===== config.mk =====
export PLATFORM = sky130hd
export DESIGN_NAME = cpu_datapath
export DESIGN_NICKNAME = d
export VERILOG_FILES = /design/src/rtl/cpu_datapath.sv
export SDC_FILE = /design/constraint.sdc
export NUM_CORES = 1
export LEC_CHECK = 0
export CAP_MARGIN = 20
export CORE_MARGIN = 2
export CORE_UTILIZATION = 40
export CTS_BUF_LIST = sky130_fd_sc_hd__clkbuf_16
export DETAILED_ROUTE_END_ITERATION = 16
export GPL_TIMING_DRIVEN = 0
export PLACE_DENSITY_LB_ADDON = 0.25
export SYNTH_ARGS = -nofsm -noshare
export SYNTH_HDL_FRONTEND = slang
export SYNTH_SLANG_ARGS = --single-unit

===== constraint.sdc =====
create_clock -name clk -period 15.45 [get_ports clk]
set_input_delay 2.3175 -clock clk [delete_from_list [all_inputs] [get_ports clk]]
set_output_delay 2.3175 -clock clk [all_outputs]
set_load 0.03 [all_outputs]

===== src/rtl/cpu_datapath.sv =====
`default_nettype none
// ============================================================================
//  Module   : cpu_datapath
//  Purpose  : Execution datapath driven by the control FSM's per-state
//             enables. Holds the program counter, the instruction register,
//             a unified data memory, two operand registers around one
//             add/subtract unit, and an output register. The IR opcode field
//             is returned to the FSM on `operacion`.
//  Revision : 1.0 - initial release
// ----------------------------------------------------------------------------
//  Ports
//    clk        in   1    rising-edge clock
//    rst        in   1    synchronous active-high reset
//    instr      in   IW   instruction word from ROM at address pc
//    enmem      in   1    memory access enable
//    wrmem      in   1    memory write strobe (effective with enmem)
//    enir       in   1    load instruction register
//    enrop1     in   1    load operand register 1 from memory
//    enrop2     in   1    load result register 2 (ALU) and flags
//    enrio      in   1    load output register from memory
//    enpc       in   1    increment program counter
//    seloper    in   1    0 = add, 1 = subtract
//    selmux     in   3    memory address / write-data select
//    ld_en      in   1    boot/test memory write enable
//    ld_addr    in   AW   boot/test write address
//    ld_data    in   DW   boot/test write data
//    pc         out  PW   instruction ROM address
//    operacion  out  2    IR opcode field
//    salida     out  DW   output register
//    carry      out  1    carry (add) / borrow (subtract)
//    zero       out  1    last ALU result was zero
// ============================================================================
module cpu_datapath #(
   parameter  int DW = 8,
   parameter  int AW = 4,
   parameter  int PW = 4,
   localparam int IW = 2 + 3*AW
) (
   input  logic          clk,
   input  logic          rst,
   input  logic [IW-1:0] instr,
   input  logic          enmem,
   input  logic          wrmem,
   input  logic          enir,
   input  logic          enrop1,
   input  logic          enrop2,
   input  logic          enrio,
   input  logic          enpc,
   input  logic          seloper,
   input  logic [2:0]    selmux,
   input  logic          ld_en,
   input  logic [AW-1:0] ld_addr,
   input  logic [DW-1:0] ld_data,
   output logic [PW-1:0] pc,
   output logic [1:0]    operacion,
   output logic [DW-1:0] salida,
   output logic          carry,
   output logic          zero
);

   // ------------------------------------------------------------------------
   // State
   // ------------------------------------------------------------------------
   logic [PW-1:0] pc_q,     pc_d;
   logic [IW-1:0] ir_q,     ir_d;
   logic [DW-1:0] rop1_q,   rop1_d;
   logic [DW-1:0] rop2_q,   rop2_d;
   logic [DW-1:0] salida_q, salida_d;
   logic          carry_q,  carry_d;
   logic          zero_q,   zero_d;

   logic [DW-1:0] mem_q [2**AW];

   // ------------------------------------------------------------------------
   // Instruction field decode
   // ------------------------------------------------------------------------
   logic [AW-1:0] w_fld_a;
   logic [AW-1:0] w_fld_b;
   logic [AW-1:0] w_fld_c;

   assign w_fld_a = ir_q[3*AW-1 -: AW];
   assign w_fld_b = ir_q[2*AW-1 -: AW];
   assign w_fld_c = ir_q[AW-1:0];

   // ------------------------------------------------------------------------
   // Memory address / write-data mux. Unused select codes fall back to the
   // A field for reads and never write.
   // ------------------------------------------------------------------------
   logic [AW-1:0] w_addr;
   logic [DW-1:0] w_wdata;
   logic [DW-1:0] w_rdata;
   logic          w_sel_valid;
   logic          w_dp_we;

   always_comb begin
      w_addr      = w_fld_a;
      w_sel_valid = 1'b0;
      case (selmux)
         3'd1: begin w_addr = w_fld_a; w_sel_valid = 1'b1; end
         3'd2: begin w_addr = w_fld_b; w_sel_valid = 1'b1; end
         3'd3: begin w_addr = w_fld_c; w_sel_valid = 1'b1; end
         default: begin w_addr = w_fld_a; w_sel_valid = 1'b0; end
      endcase
   end

   // The result register feeds the C write; moves write operand 1 back out.
   assign w_wdata = (selmux == 3'd3) ? rop2_q : rop1_q;
   assign w_rdata = mem_q[w_addr];
   assign w_dp_we = enmem & wrmem & w_sel_valid;

   // ------------------------------------------------------------------------
   // Add/subtract unit. Operands are zero-extended by one bit so the top bit
   // of the sum is the carry-out, and the top bit of the difference is set
   // exactly when rop1 < rdata (the borrow).
   // ------------------------------------------------------------------------
   logic [DW:0] w_alu;

   always_comb begin
      if (seloper) begin
         w_alu = {1'b0, rop1_q} - {1'b0, w_rdata};
      end else begin
         w_alu = {1'b0, rop1_q} + {1'b0, w_rdata};
      end
   end

   // ------------------------------------------------------------------------
   // Next-state logic. Every enable is independent and reads pre-edge
   // values, so enrop1 together with enrop2 still uses the old rop1.
   // ------------------------------------------------------------------------
   always_comb begin
      pc_d     = pc_q;
      ir_d     = ir_q;
      rop1_d   = rop1_q;
      rop2_d   = rop2_q;
      salida_d = salida_q;
      carry_d  = carry_q;
      zero_d   = zero_q;

      if (enpc)   pc_d     = pc_q + PW'(1);
      if (enir)   ir_d     = instr;
      if (enrop1) rop1_d   = w_rdata;
      if (enrio)  salida_d = w_rdata;
      if (enrop2) begin
         rop2_d  = w_alu[DW-1:0];
         carry_d = w_alu[DW];
         zero_d  = (w_alu[DW-1:0] == '0);
      end
   end

   always_ff @(posedge clk) begin
      if (rst) begin
         pc_q     <= '0;
         ir_q     <= '0;
         rop1_q   <= '0;
         rop2_q   <= '0;
         salida_q <= '0;
         carry_q  <= 1'b0;
         zero_q   <= 1'b0;
      end else begin
         pc_q     <= pc_d;
         ir_q     <= ir_d;
         rop1_q   <= rop1_d;
         rop2_q   <= rop2_d;
         salida_q <= salida_d;
         carry_q  <= carry_d;
         zero_q   <= zero_d;
      end
   end

   // ------------------------------------------------------------------------
   // Data memory: contents survive reset, but no write of any kind lands
   // during a reset cycle. The load port overrides a datapath write.
   // ------------------------------------------------------------------------
   always_ff @(posedge clk) begin
      if (!rst) begin
         if (ld_en) begin
            mem_q[ld_addr] <= ld_data;
         end else if (w_dp_we) begin
            mem_q[w_addr] <= w_wdata;
         end
      end
   end

   // ------------------------------------------------------------------------
   // Outputs
   // ------------------------------------------------------------------------
   assign pc        = pc_q;
   assign operacion = ir_q[IW-1 -: 2];
   assign salida    = salida_q;
   assign carry     = carry_q;
   assign zero      = zero_q;

endmodule
`default_nettype wire


==> flow_summary.json, run 1 <==
{
  "switching_share": 0.272,
  "cp.required_ns": 15.82,
  "clock_latency_ns": 0.43,
  "synth.most_common_cell": "edfxtp_1",
  "powerDensity_nw_per_um2": 121,
  "clk_pin_slew_worst_paths_ns": 0.07,
  "slowest_stage": "clkdlybuf4s50_1",
  "die_w_microns": 141,
  "p_leak_nw": 3.33,
  "ctsHoldBuffers": 0,
  "syn_nets": 654,
  "via_per_inst": 5.40,
  "fillerInstances": 1616,
  "worstPathCellList": "clkdlybuf4s50_1 -> nor2b_2 -> buf_6 -> mux2i_4 -> buf_6 -> buf_2 -> buf_1 -> mux4_2 -> a22oi_1 -> nand2_1 -> inv_1 -> ha_1 -> mux2_2 -> inv_1 -> ha_1 -> nor2b_1 -> o21ai_0 -> a21boi_0 -> o21ai_0 -> a21boi_0 -> o21ai_0 -> nand2b_1 -> xnor2_1 -> a32o_1",
  "cpPeakStageDelay_ns": 0.48,
  "drc": 0,
  "ys_seq_elements": 172,
  "rows": 50,
  "yosysWarningCount": 0,
  "combPwrFrac": 0.156,
  "synth_cell_type_count": 53,
  "diodes": 0,
  "path_buf_inv": 7,
  "postRouteAntennaNets": 0,
  "synth_cells": 603,
  "synth_edf_count": 128,
  "final.setup.tns_ns": 0,
  "clock-sinks": 172,
  "grt.total_usage": 0.186,
  "first_global_vias": 4958,
  "path_max_fanout": 10,
  "worstPathArrival_ns": 7.85,
  "antenna_found_initial": 0,
  "hold_viol": 0,
  "async_flop_share": 0,
  "via_count": 4998,
  "yosys-top-cells-count": "edfxtp_1 (128), nor2_1 (87), nand2_1 (69)",
  "intPower_mw": 0.790,
  "netlist_area_sq_um": 7540,
  "timing.final.crit_share": 0.484,
  "synth_area_leaders": "edfxtp_1 (51%), dfxtp_1 (12%), mux2i_1 (8.5%)",
  "cts-resized-gates": 0,
  "io_pins": 56,
  "dp_hpwl_microns": 12400,
  "grt_pass1_wl_microns": 27700,
  "fin_nets": 730,
  "avgSynthCellArea_sq_um": 12.5,
  "seq_area_frac_synth": 0.627,
  "switchingPower_mw": 0.295,
  "grt_max_degree": 17,
  "syn_to_final_growth_pct": 18.5,
  "coreArea_sq_um": 18600,
  "yosysTopAreaCellShare": 0.510,
  "gr-total-overflow": 0,
  "initial_core_util": 0.406,
  "fmax_ghz": 0.134,
  "ir_drop_mv": 0.0735,
  "cts-root-buf": "clkbuf_16",
  "htree_levels": 4,
  "gp_congestion": 0.799,
  "rsz0062_at_grt": "no",
  "wirelength_microns": 18000,
  "clkPwrFrac": 0.364,
  "start_kind": "input port",
  "power_frac_seq": 0.480,
  "numPortBuffers": 50,
  "dp.cells": 888,
  "wl_per_cell_microns": 19.5,
  "run_status": "complete, no violations",
  "cts-buffers-inserted": 17,
  "worst_path_most_repeated_cell": "o21ai_0",
  "fin_util": 0.481,
  "cpLargestDelayFamily": "buffers and inverters",
  "worst_pin_slew_ns": 1.09,
  "clk_path_buf_depth": 2,
  "worstSetupPathType": "input port to register",
  "dieArea_sq_um": 20000,
  "synth_ff_type": "edfxtp_1",
  "die_h_microns": 141,
  "finalSetupViolCount": 0,
  "min_period_ns": 7.47,
  "relSlewSlack": 0.269,
  "post-cts-setup-buffers": 0,
  "drt_iter0_markers": 438,
  "skew_ns": 0.00776,
  "drt-pass1-iter-count": 5,
  "slew_viol_final": 0,
  "tritoncts": "yes",
  "drv_cap": 0,
  "crit_path_end_kind": "register",
  "min_path_type": "register to register",
  "synth_area_leader_cell": "edfxtp_1",
  "drive_gt1_frac": 0.113,
  "final_cells": 926
}
[per-layer routing]
metal,global-route usage,part of all wire,vias up
li1,-,-,2365
met1,0.255,0.45,2447
met2,0.291,0.47,164
met3,0.0493,0.063,22
met4,0.0632,0.018,0
met5,0,0,-
[per-stage QoR]
stage	area [sq um]	power, mW	hold slack, ns	setup slack, ns
finish	8930	1.08	0.489	7.98
global route	8930	1.13	0.512	7.65
CTS	8890	1.09	0.489	8.01
detailed placement	8350	0.696	0.473	7.58
global placement	8330	0.692	0.462	7.59
floorplan	7540	0.642	0.454	9.00
[sequential cells by signal (all words and copies together), names as in the netlist]
register	flops
carry	1
salida	8
rop2_q	8
zero	1
rop1_q	8
pc	4
mem_q	128
ir_q	14
[cells by family (layout without fill, tap and decap cells)]
group,Yosys count,after routing,share of synthesized area
XOR/XNOR,12,12,0.0139
flip-flops,172,172,0.627
adder cells (fa/ha/maj),11,11,0.0193
multiplexers,81,81,0.125
AND/OR/NAND/NOR,199,199,0.114
AO/OA/AOI/OAI,83,83,0.0725
buffers and inverters,45,134,0.0289
[worst min-delay path, stage by stage, from the launching register on]
cell      delay, ns
dfxtp_1        0.32
nor2_1         0.08
a211oi_1       0.05
[final cells by class]
| cell class | instances | area, sq um | area share |
|---|---|---|---|
| timing repair buffer | 57 | 553 | 0.0619 |
| tap | 234 | 293 | 0.0328 |
| clock inverter | 15 | 115 | 0.0129 |
| sequential | 172 | 4720 | 0.529 |
| multi-input combinational | 386 | 2600 | 0.291 |
| clock buffer | 17 | 425 | 0.0476 |
| buffer | 34 | 176 | 0.0198 |
| inverter | 11 | 41.3 | 0.00462 |
[path summary, 6_finish.rpt]
| check | startpoint | to | slack, ns | cells after the start |
|---|---|---|---|---|
| setup / recovery | selmux[1] | zero | 7.98 | 24 |
| hold / removal | rop2_q[1] | rop2_q[1] | 0.49 | 2 |
| setup reg to reg | ir_q[5] | zero | 10.14 | 22 |
| hold reg to reg | rop2_q[1] | rop2_q[1] | 0.49 | 2 |
[cell usage in the layout (no fill, tap or decap), types with 7 or more instances in the layout]
cell             netlist  final
a22oi_1                7      7
edfxtp_1             128    128
mux4_2                 8      8
nor3b_1                7      7
nand3_1               13     13
buf_1                  7      7
ha_1                  10     10
clkbuf_16              0     17
clkdlybuf4s50_1        0     50
dfxtp_1               44     44
buf_4                  2      9
a32oi_1                7      7
mux2i_1               64     64
clkbuf_1              12     12
nor2_1                87     87
nand2_1               69     69
buf_2                  9      9
inv_1                 11     11
xnor2_1                9      9
a21oi_1               35     35
[power by group through the flow]
stage / Sequential [mW] / Clock, mW / Combinational (mW)
floorplan: 0.534 / 0 / 0.108
global placement: 0.530 / 0 / 0.162
detailed placement: 0.531 / 0 / 0.165
CTS: 0.521 / 0.402 / 0.167
global route: 0.522 / 0.420 / 0.185
finish: 0.520 / 0.395 / 0.169
Power figures use the tool's default switching activity.
==> run 2, diff against run 1 <==
==> constraint.sdc (replaced) <==
create_clock -name clk -period 5.98 [get_ports clk]
set_input_delay 0.897 -clock clk [delete_from_list [all_inputs] [get_ports clk]]
set_output_delay 0.897 -clock clk [all_outputs]
set_load 0.03 [all_outputs]
==> flow_summary.json, run 2 (synthesis results as in run 1) <==
{
  "run_status": "complete, no violations",
  "post-cts-setup-buffers": 0,
  "cts-resized-gates": 0,
  "final_area_sq_um": 8940,
  "top_layer": "met4",
  "cts-buffers-inserted": 17,
  "tritoncts": "yes",
  "gr-total-overflow": 0,
  "crit_path_end_kind": "register",
  "ctsHoldBuffers": 0,
  "antenna_found_initial": 0,
  "slew_viol_final": 0,
  "dieArea_sq_um": 20000,
  "grt_pass1_wl_microns": 27600,
  "ir_drop_mv": 0.190,
  "powerDensity_nw_per_um2": 314,
  "hold_viol": 0,
  "wl_per_cell_microns": 19.5,
  "numPortBuffers": 50,
  "fmax_ghz": 0.177,
  "relSlewSlack": 0.277,
  "clk_path_buf_depth": 2,
  "worst_pin_slew_ns": 1.08,
  "grt.total_usage": 0.186,
  "timing.final.crit_share": 0.943,
  "start_kind": "input port",
  "path_max_fanout": 10,
  "cp-startpoint": "selmux[1]",
  "dpl_cell_area_sq_um": 8350,
  "wirelength_microns": 18000,
  "m1WireLength_microns": 8160,
  "cts-root-buf": "clkbuf_16",
  "drive_gt1_frac": 0.114,
  "io_pins": 56,
  "postRouteAntennaNets": 0,
  "top_register": "mem_q",
  "reg2reg_from": "ir_q[4]",
  "worstSetupPathType": "input port to register",
  "largest_reg_flops": 128,
  "via_count": 4976,
  "coreArea_sq_um": 18600,
  "reg2reg_slack_ns": 1.08,
  "hp-start": "zero",
  "worstPathArrival_ns": 6.00,
  "clock-sinks": 172,
  "grt_max_degree": 20,
  "fin_nets": 728,
  "met3WireLength_microns": 994,
  "timing.hold.ws_ns": 0.490,
  "final_common_cell": "edfxtp_1",
  "route.met2.wl_microns": 8500,
  "rsz0062_at_grt": "no",
  "p_leak_nw": 3.33,
  "diodes": 0,
  "totalPowerFinal_mw": 2.81,
  "clk_pin_slew_worst_paths_ns": 0.07,
  "reg_top3": "mem_q: 128 flops, ir_q: 14 flops",
  "drv_cap": 0,
  "setup_ws_ns": 0.340,
  "clock_latency_ns": 0.43,
  "syn_to_final_growth_pct": 18.6,
  "initial_core_util": 0.406,
  "final_cells": 924,
  "drc": 0,
  "rows": 50,
  "fin_util": 0.481,
  "drt_iter0_markers": 474,
  "htree_levels": 4,
  "gp_congestion": 0.799,
  "via_per_inst": 5.39,
  "mostFrequentLayoutCells": "edfxtp_1 (128), nor2_1 (87), nand2_1 (68)",
  "final.setup.tns_ns": 0,
  "min_period_ns": 5.64,
  "finalSetupViolCount": 0,
  "drt-pass1-iter-count": 5,
  "pre_cts_ws_ns": -0.467,
  "dp.cells": 888,
  "die_w_microns": 141,
  "skew_ns": 0.00904,
  "min_path_type": "register to register",
  "first_global_vias": 4954,
  "die_h_microns": 141,
  "dp_hpwl_microns": 12400,
  "cp.required_ns": 6.33
}
run 2: cell types whose count changed in the layout (fill, tap and decap cells not counted), sizes merged:
cell | previous run | this run
buf | 29 | 27
run 2: worst max-delay path: stages:
cell and delay (ns):
clkdlybuf4s50_1 0.48, nor2b_2 0.15, buf_6 0.16, mux2_2 0.25
buf_2 0.27, buf_6 0.21, mux4_2 0.52, a22oi_1 0.29
nand2_2 0.19, inv_1 0.10, ha_1 0.22, nor2_1 0.08
xnor2_1 0.15, ha_1 0.36, nor2b_1 0.14, o21ai_0 0.21
a21boi_0 0.16, o21a_1 0.19, nor2_1 0.20, o21a_1 0.19
nand2_1 0.07, or3_1 0.36, a31oi_1 0.16
run 2: per-layer routing:
layer / global-route usage / vias up
met5: 0 / -
met4: 0.0632 / 0
met3: 0.0493 / 19
met2: 0.290 / 149
met1: 0.255 / 2445
li1: - / 2363
run 2: path summary, 6_finish.rpt:
check | end | depth (start not counted)
setup reg to reg | carry | 21
setup / recovery | carry | 23
hold reg to reg | zero | 1
hold / removal | zero | 1
run 2: layout make-up:
class / count / area [sq um]
clock inverters: 15 / 115
inverters: 11 / 41.3
multi-input cells: 386 / 2610
clock buffers: 17 / 425
fillers: 1613 / 9640
plain buffers: 32 / 174
well taps: 234 / 293
repair buffers: 57 / 553
flip-flops and latches: 172 / 4720
run 2: power by group:
group | total (mW) | internal, mW | switching [mW]
logic | 0.441 | 0.182 | 0.259
clock network | 1.02 | 0.538 | 0.482
registers | 1.34 | 1.32 | 0.0216
